--- config.mk ---
export PLATFORM = sky130hd
export DESIGN_NAME = uart_rx_os16
export DESIGN_NICKNAME = d
export VERILOG_FILES = /design/src/rtl/uart_pkg.sv /design/src/rtl/uart_baud_tick.sv /design/src/rtl/uart_rx_os16.sv
export SDC_FILE = /design/constraint.sdc
export NUM_CORES = 1
export LEC_CHECK = 0
export CAP_MARGIN = 40
export CORE_ASPECT_RATIO = 1.75
export CORE_MARGIN = 5
export CORE_UTILIZATION = 40
export DETAILED_ROUTE_END_ITERATION = 12
export PLACE_DENSITY = 0.71
export SKIP_LAST_GASP = 1
export SLEW_MARGIN = 20
export SYNTH_ARGS = -nofsm -noshare
export SYNTH_HDL_FRONTEND = slang
export SYNTH_SLANG_ARGS = --single-unit
export TNS_END_PERCENT = 5
--- constraint.sdc ---
create_clock -name clk_100m -period 2.08 [get_ports clk_100m]
set_input_delay 0.624 -clock clk_100m [delete_from_list [all_inputs] [get_ports clk_100m]]
set_output_delay 0.624 -clock clk_100m [all_outputs]
set_load 0.02 [all_outputs]
--- src/rtl/uart_pkg.sv ---
// uart_pkg: shared types and constants for the UART receive path.
//   rx_state_t  receiver FSM state encoding
//   DATA_BITS   payload bits per frame
//   OS_RATE     oversampling ticks per bit
//   OS_MID      sample count at which the start bit is at its centre
//   baud_div()  clock cycles per oversampling tick (truncated)
package uart_pkg;

    typedef enum logic [2:0] {
        IDLE  = 3'd0,
        START = 3'd1,
        DATA  = 3'd2,
        STOP  = 3'd3,
        BREAK = 3'd4
    } rx_state_t;

    localparam int DATA_BITS = 8;
    localparam int OS_RATE   = 16;
    localparam int OS_MID    = 7;

    function automatic int baud_div(input int clk, input int baud);
        return clk / (baud * OS_RATE);
    endfunction

endpackage

--- src/rtl/uart_baud_tick.sv ---
// uart_baud_tick: free-running divider that emits one single-cycle tick
// every DIV clocks. Shared by the UART transmitter and receiver.
//   clk_100m  in   system clock
//   rst       in   synchronous active-high reset
//   tick      out  one-cycle pulse, period DIV cycles
module uart_baud_tick #(
    parameter int DIV = 54
) (
    input  logic clk_100m,
    input  logic rst,
    output logic tick
);

    localparam int            CW   = (DIV > 1) ? $clog2(DIV) : 1;
    localparam logic [CW-1:0] LAST = CW'(DIV - 1);

    logic [CW-1:0] cnt_r;
    logic          tick_r;

    // Wrap counter 0..DIV-1; tick is registered so it lags the wrap by one
    // cycle, which only shifts the tick phase and never its period.
    always_ff @(posedge clk_100m) begin
        if (rst) begin
            cnt_r  <= '0;
            tick_r <= 1'b0;
        end else begin
            if (cnt_r == LAST) begin
                cnt_r <= '0;
            end else begin
                cnt_r <= cnt_r + CW'(1);
            end
            tick_r <= (cnt_r == LAST);
        end
    end

    assign tick = tick_r;

endmodule

--- src/rtl/uart_rx_os16.sv ---
// uart_rx_os16: 16x-oversampling UART receiver, 8N1, LSB first.
//   clk_100m   in   system clock (only clock)
//   rst        in   synchronous active-high reset
//   rx         in   asynchronous serial line, idles high
//   ready_clr  in   one-cycle pulse clearing ready/frame_err/overrun
//   data_out   out  last good byte
//   ready      out  sticky new-byte flag
//   frame_err  out  sticky stop-bit-low flag
//   overrun    out  sticky byte-completed-while-ready flag
module uart_rx_os16
    import uart_pkg::*;
#(
    parameter int CLK_FREQ   = 100_000_000,
    parameter int BAUD       = 115200,
    parameter int OVERSAMPLE = 16
) (
    input  logic       clk_100m,
    input  logic       rst,
    input  logic       rx,
    input  logic       ready_clr,
    output logic [7:0] data_out,
    output logic       ready,
    output logic       frame_err,
    output logic       overrun
);

    localparam int         DIV      = baud_div(CLK_FREQ, BAUD);
    localparam logic [3:0] SC_LAST  = 4'(OVERSAMPLE - 1);
    localparam logic [3:0] SC_MID   = 4'(OS_MID);
    localparam logic [2:0] BIT_LAST = 3'(DATA_BITS - 1);

    logic                 tick_s;
    logic                 rx_meta_r;
    logic                 rx_sync_r;
    rx_state_t            state_r;
    logic [3:0]           sc_r;
    logic [2:0]           bit_idx_r;
    logic [DATA_BITS-1:0] shift_r;
    logic [7:0]           data_r;
    logic                 ready_r;
    logic                 frame_err_r;
    logic                 overrun_r;

    uart_baud_tick #(.DIV(DIV)) u_tick (
        .clk_100m (clk_100m),
        .rst      (rst),
        .tick     (tick_s)
    );

    // Two-flop synchroniser; resets to the idle (high) line level.
    always_ff @(posedge clk_100m) begin
        if (rst) begin
            rx_meta_r <= 1'b1;
            rx_sync_r <= 1'b1;
        end else begin
            rx_meta_r <= rx;
            rx_sync_r <= rx_meta_r;
        end
    end

    // Receive FSM, shift register and sticky flags. The clear is written
    // first so that a same-cycle completion overrides it.
    always_ff @(posedge clk_100m) begin
        if (rst) begin
            state_r     <= IDLE;
            sc_r        <= 4'd0;
            bit_idx_r   <= 3'd0;
            shift_r     <= '0;
            data_r      <= 8'h00;
            ready_r     <= 1'b0;
            frame_err_r <= 1'b0;
            overrun_r   <= 1'b0;
        end else begin
            if (ready_clr) begin
                ready_r     <= 1'b0;
                frame_err_r <= 1'b0;
                overrun_r   <= 1'b0;
            end
            if (tick_s) begin
                case (state_r)
                    IDLE: begin
                        sc_r <= 4'd0;
                        if (!rx_sync_r) begin
                            state_r <= START;
                        end
                    end
                    START: begin
                        // Re-check the line at mid start bit to reject glitches.
                        if (sc_r == SC_MID) begin
                            sc_r      <= 4'd0;
                            bit_idx_r <= 3'd0;
                            state_r   <= rx_sync_r ? IDLE : DATA;
                        end else begin
                            sc_r <= sc_r + 4'd1;
                        end
                    end
                    DATA: begin
                        if (sc_r == SC_LAST) begin
                            sc_r    <= 4'd0;
                            shift_r <= {rx_sync_r, shift_r[DATA_BITS-1:1]};
                            if (bit_idx_r == BIT_LAST) begin
                                state_r <= STOP;
                            end else begin
                                bit_idx_r <= bit_idx_r + 3'd1;
                            end
                        end else begin
                            sc_r <= sc_r + 4'd1;
                        end
                    end
                    STOP: begin
                        if (sc_r == SC_LAST) begin
                            sc_r <= 4'd0;
                            if (rx_sync_r) begin
                                data_r  <= shift_r;
                                ready_r <= 1'b1;
                                // A clear arriving with the new byte means the
                                // previous one was consumed: no overrun.
                                if (ready_r && !ready_clr) begin
                                    overrun_r <= 1'b1;
                                end
                                state_r <= IDLE;
                            end else begin
                                frame_err_r <= 1'b1;
                                state_r     <= BREAK;
                            end
                        end else begin
                            sc_r <= sc_r + 4'd1;
                        end
                    end
                    BREAK: begin
                        // Wait out a held-low line so it reports one error only.
                        sc_r <= 4'd0;
                        if (rx_sync_r) begin
                            state_r <= IDLE;
                        end
                    end
                    default: begin
                        sc_r    <= 4'd0;
                        state_r <= IDLE;
                    end
                endcase
            end
        end
    end

    assign data_out  = data_r;
    assign ready     = ready_r;
    assign frame_err = frame_err_r;
    assign overrun   = overrun_r;

endmodule

==> flow_metrics.env, run 1 <==
export IMPL_outcome="complete, no violations"
export IMPL_yosys_top_cells_area="dfxtp_1 (47%), mux2i_1 (11%), nor2_1 (6.3%)"
export IMPL_dr_pass1_iters=3
export IMPL_slowest_delay_ps=400
export IMPL_die_h_um=94.07
export IMPL_synthesis_area_um2=1615
export IMPL_first_global_vias=1139
export IMPL_grt_overflow=0
export IMPL_cts_tree="done"
export IMPL_numCtsBuffers=5
export IMPL_drc_errors=0
export IMPL_chipWidth_um=58.04
export IMPL_hold_viol=0
export IMPL_fin_tns_setup_ps=0
export IMPL_postCtsSetupBuffers=0
export IMPL_syn_nets=178
export IMPL_critical_path_slowest_cell="a2111oi_4"
export IMPL_path_cells="ha_1 -> ha_1 -> or3b_4 -> a2111oi_4 -> mux2i_1 -> nor2_1"
export IMPL_rsz0062_at_grt="false"
export IMPL_finalSetupViolCount=0
export IMPL_place_congestion=0.7613
export IMPL_ctsResizeCount=0
export IMPL_yosys_warnings=0
export IMPL_grt_pass1_wl_um=4761
export IMPL_n_antenna_cell=0
export IMPL_total_power_mw=1.237
export IMPL_final_cell_area_um2=1882
export IMPL_slew_viol_final=0
export IMPL_port_buffers=14
export IMPL_final_layout_size_suffix_gt1_share_pct=9.290
export IMPL_fmaxAchievable_mhz=533.3
export IMPL_nets=192
export IMPL_pin_count=15
export IMPL_end_kind="flip-flop"
export IMPL_rr_startpoint="bit_idx_r[0]$_SDFFE_PP0P_"
export IMPL_drt_initial_drc_count=7
export IMPL_synth_edf_count=0
export IMPL_postRouteAntennaNets=0
export IMPL_final_common_cell="dfxtp_1"
export IMPL_startpoint_type="flip-flop"
export IMPL_avgSynthCellArea_um2=9.558
export IMPL_dieArea_um2=5459
export IMPL_clk_pin_slew_worst_paths_ps=70
export IMPL_avgViaCountPerCell=5.108
export IMPL_crit_top_cell="ha_1"
export IMPL_dp_hpwl_um=1908
export IMPL_fillCellCount=381
export IMPL_async_flop_share_pct=0
export IMPL_wl_per_cell_um=11.81
export IMPL_grt_antenna_before_repair=0
export IMPL_ys_seq_elements=38
export IMPL_worst_hold_slack_ps=408.0
export IMPL_power_density_nw_per_um2=657.4
export IMPL_p_leak_nw=0.6456
export IMPL_finalCriticalPeriod_ps=1875
export IMPL_holdCritStartpoint="rx_meta_r$_SDFF_PP1_"
export IMPL_placed_area_um2=1803
export IMPL_clock_path_buffers=2
export IMPL_clock_skew_ps=5.835
export IMPL_synth_cell_types=37
export IMPL_post_route_period_util_pct=90.14
export IMPL_critPathBufInv=0
export IMPL_ys_flop_type="dfxtp_1"
export IMPL_required_ps=2260
export IMPL_min_path_cells=1
export IMPL_area_delta_synth_final_pct=16.50
export IMPL_netlist_area_leader_share_pct=47.10
export IMPL_multiInputGateArea_um2=795.8
export IMPL_cp_arrival_ps=2050
export IMPL_fp_coreArea_um2=3904
export IMPL_final_cell_mix="dfxtp_1 (38), nor2_1 (27), mux2i_1 (18), clkdlybuf4s50_1 (14), a21oi_1 (8)"
export IMPL_r2r_slack_ps=210
export IMPL_initial_core_util_pct=41.38
export IMPL_clock_latency_ps=280
export IMPL_cap_violations=0
export IMPL_cpLargestDelayFamily="simple AND/OR/NAND/NOR gates"
export IMPL_reg2reg_to="bit_idx_r[0]$_SDFFE_PP0P_"
export IMPL_min_to="rx_sync_r$_SDFF_PP1_"
export IMPL_synth_top_area_cell="dfxtp_1"
export IMPL_yosysSeqAreaShare_pct=47.10
export IMPL_worstMarginPinSlew_ps=533.9
export IMPL_postSynthCellCount=169
export IMPL_cts_sinks=38
export IMPL_hold_buffers=0
export IMPL_ff2ff_path_depth=6
export IMPL_path_max_fanout=5
export IMPL_crit_type="flip-flop to flip-flop"
export IMPL_min_path_type="flip-flop to flip-flop"
export IMPL_slew_headroom_pct=64.28
export IMPL_peakVddDrop_mv=0.7460
export IMPL_grt_max_degree=34
export IMPL_seq_area_um2=760.7
export IMPL_htreeDepth=2
export IMPL_root_buffer="clkbuf_8"
export IMPL_wirelength_um=2728
export IMPL_rows=30
export IMPL_grt_util_all_layers_pct=11.30
export IMPL_dr_total_vias=1180
-- flip-flops by register name (all words and copies together) (netlist names) --
register,count
shift_r,8
data_out,8
frame_err,1
u_tick.tick,1
state_r,3
sc_r,4
bit_idx_r,3
rx_meta_r,1
rx_sync_r,1
u_tick.cnt_r,6
ready,1
overrun,1
-- power by group --
part	switching, mW	total, mW	internal [mW]
combinational	0.0190	0.0351	0.0161
sequential	0.00553	0.740	0.734
clock	0.238	0.462	0.225
-- worst max path at each step --
stage | to | slack, ps | cells past startpoint | startpoint
detailed placement | bit_idx_r[0]$_SDFFE_PP0P_ | 210 | 6 | bit_idx_r[0]$_SDFFE_PP0P_
global placement | bit_idx_r[0]$_SDFFE_PP0P_ | 240 | 6 | bit_idx_r[0]$_SDFFE_PP0P_
global route | bit_idx_r[2]$_SDFFE_PP0P_ | 60 | 6 | bit_idx_r[0]$_SDFFE_PP0P_
CTS | bit_idx_r[0]$_SDFFE_PP0P_ | 200 | 6 | bit_idx_r[0]$_SDFFE_PP0P_
finish | bit_idx_r[0]$_SDFFE_PP0P_ | 210 | 6 | bit_idx_r[0]$_SDFFE_PP0P_
floorplan | bit_idx_r[0]$_SDFFE_PP0P_ | 280 | 6 | bit_idx_r[0]$_SDFFE_PP0P_
-- stage by stage --
stage,worst slack [ps],std cells,util (%)
floorplan,280.4,169,-
global placement,239.7,224,46.19
detailed placement,207.1,224,46.19
CTS,195.9,231,48.21
global route,64.05,231,48.21
finish,205.0,231,48.21
-- per-layer routing --
layer | GRT usage [%] | wire (um) | vias to the layer above
met3 | 2.476 | 59 | 11
met1 | 12.54 | 1165 | 545
li1 | - | - | 609
met5 | 0 | 0 | -
met2 | 18.02 | 1366 | 15
met4 | 9.091 | 136 | 0
-- worst register-to-register path: cells and delay by family (launching register included) --
family          cells  cell delay [ps]
mux                 1              230
flops               1              330
fa+ha+maj           2              390
compound gates      1              400
simple gates        2              430
-- final cells by class --
type	count	area share, %
multi-input combinational	117	42.29
sequential	38	40.43
tap	48	3.191
clock inverter	2	0.5319
timing repair buffer	16	8.910
clock buffer	5	3.657
inverter	5	0.9973
-- Yosys cell counts, types with 4 or more instances --
library cell / number
inv_1: 4
o21ai_0: 4
a21oi_1: 8
nand3_1: 7
nor2_1: 27
mux2i_1: 18
nor3_1: 6
xor2_1: 4
buf_2: 4
nand2_1: 7
ha_1: 5
nand2b_1: 4
clkbuf_1: 4
dfxtp_1: 38
-- cell families after synthesis --
logic type / Yosys count / share of synthesized area, %
compound gates: 23 / 10.38
xor+xnor: 6 / 3.253
fa+ha+maj: 5 / 3.873
buf+inv: 14 / 4.027
flops: 38 / 47.10
mux: 19 / 11.85
simple gates: 64 / 19.52
Note: power is estimated with default switching activity, not from simulation.
==> run 2, diff against run 1 <==
- CORE_UTILIZATION: 40 -> 55
- PLACE_DENSITY: 0.71 -> 0.89
- REMOVE_ABC_BUFFERS: default -> 1
==> flow_metrics.env, run 2 (synthesized netlist as in run 1, its figures left out) <==
export IMPL_outcome="complete, no violations"
export IMPL_port_buffers=14
export IMPL_grt_util_all_layers_pct=16.64
export IMPL_fin_util_pct=64.99
export IMPL_wl_per_cell_um=14.53
export IMPL_crit_type="flip-flop to flip-flop"
export IMPL_final_cell_mix="dfxtp_1 (38), nor2_1 (27), mux2i_1 (18), clkdlybuf4s50_1 (14), a21oi_1 (8)"
export IMPL_drc_errors=0
export IMPL_pin_count=15
export IMPL_final_layout_size_suffix_gt1_share_pct=9.730
export IMPL_nets=194
export IMPL_slew_viol_final=0
export IMPL_area_delta_synth_final_pct=15.18
export IMPL_postCtsSetupBuffers=0
export IMPL_clock_path_buffers=2
export IMPL_cts_tree="done"
export IMPL_rsz0062_at_grt="false"
export IMPL_dr_pass1_iters=5
export IMPL_finalCriticalPeriod_ps=1912
export IMPL_dp_cells=206
export IMPL_chipWidth_um=50.97
export IMPL_startpoint_type="flip-flop"
export IMPL_end_kind="flip-flop"
export IMPL_fp_coreArea_um2=2863
export IMPL_postRouteAntennaNets=0
export IMPL_numCtsBuffers=5
export IMPL_path_max_fanout=5
export IMPL_grt_max_degree=14
export IMPL_first_global_vias=1287
export IMPL_htreeDepth=2
export IMPL_grt_antenna_before_repair=0
export IMPL_peakVddDrop_mv=0.6224
export IMPL_ctsResizeCount=0
export IMPL_placed_area_um2=1780
export IMPL_rows=26
export IMPL_final_common_cell="dfxtp_1"
export IMPL_finalNonFillerCells=213
export IMPL_required_ps=2260
export IMPL_clk_pin_slew_worst_paths_ps=70
export IMPL_wirelength_um=3095
export IMPL_dieArea_um2=4163
export IMPL_n_antenna_cell=0
export IMPL_clock_skew_ps=5.995
export IMPL_grt_pass1_wl_um=5271
export IMPL_setup_slack_ps=167.8
export IMPL_cap_violations=0
export IMPL_avgViaCountPerCell=5.685
export IMPL_final_cell_area_um2=1861
export IMPL_place_congestion=0.7942
export IMPL_grt_overflow=0
export IMPL_post_route_period_util_pct=91.93
export IMPL_dp_hpwl_um=2352
export IMPL_drt_initial_drc_count=31
export IMPL_cts_sinks=38
export IMPL_slew_headroom_pct=68.90
export IMPL_power_density_nw_per_um2=667.0
export IMPL_dr_total_vias=1211
export IMPL_clock_latency_ps=290
export IMPL_cp_arrival_ps=2090
export IMPL_fmaxAchievable_mhz=522.9
export IMPL_post_place_ws_ps=176.9
export IMPL_root_buffer="clkbuf_8"
export IMPL_worstMarginPinSlew_ps=465.8
export IMPL_finalSetupViolCount=0
export IMPL_p_leak_nw=0.6442
export IMPL_initial_core_util_pct=56.42
export IMPL_min_path_type="flip-flop to flip-flop"
export IMPL_die_h_um=81.69
export IMPL_hold_buffers=0
export IMPL_hold_viol=0
[run 2: cell types whose count changed in the layout (fill, tap and decap cells not counted)]
cell / before / now
clkinvlp_4: 0 / 1
clkinv_2: 2 / 0
clkbuf_1: 0 / 1
buf_12: 1 / 0
buf_4: 1 / 4
[run 2: worst max-delay path, stage by stage (launching register included)]
cell and delay (ps):
dfxtp_1 330, ha_1 200, ha_1 200, or3b_4 380, a2111oi_4 400, mux2i_1 240
nor2_1 60
[run 2: cell type report]
type | instances | area [um^2]
Clock inverter | 1 | 7.507
Sequential cell | 38 | 760.7
Multi-Input combinational cell | 117 | 795.8
Clock buffer | 6 | 72.57
Fill cell | 227 | 1002
Inverter | 5 | 18.77
Timing Repair Buffer | 18 | 170.2
Tap cell | 28 | 35.03
[run 2: path summary, 6_finish.rpt]
kind	start	endpoint	slack [ps]	cells after the start
hold reg to reg	rx_meta_r$_SDFF_PP1_	rx_sync_r$_SDFF_PP1_	440	1
setup reg to reg	bit_idx_r[0]$_SDFFE_PP0P_	bit_idx_r[0]$_SDFFE_PP0P_	170	6
setup / recovery	bit_idx_r[0]$_SDFFE_PP0P_	bit_idx_r[0]$_SDFFE_PP0P_	170	6
hold / removal	rx_meta_r$_SDFF_PP1_	rx_sync_r$_SDFF_PP1_	440	1
[run 2: routing by layer]
metal | up-vias | track usage (%) | wire length, um
met5 | - | 0 | 0
met4 | 0 | 11.00 | 98
met3 | 8 | 5.263 | 122
met2 | 20 | 30.85 | 1772
met1 | 570 | 14.63 | 1102
li1 | 613 | - | -
[run 2: power breakdown]
group	internal (mW)	switching, mW	leakage (nW)	total [mW]
logic	0.0161	0.0193	0.300	0.0354
registers	0.734	0.00596	0.307	0.740
clock network	0.229	0.236	0.0373	0.465
total	0.980	0.261	0.644	1.24
[run 2: through the flow]
step | hold slack (ps) | power (mW) | setup TNS [ps]
finish | 442.3 | 1.241 | 0
global route | 457.9 | 1.293 | 0
CTS | 434.8 | 1.256 | 0
detailed placement | 408.9 | 0.7926 | 0
global placement | 393.9 | 0.7894 | 0
floorplan | 389.5 | 0.7689 | -4347
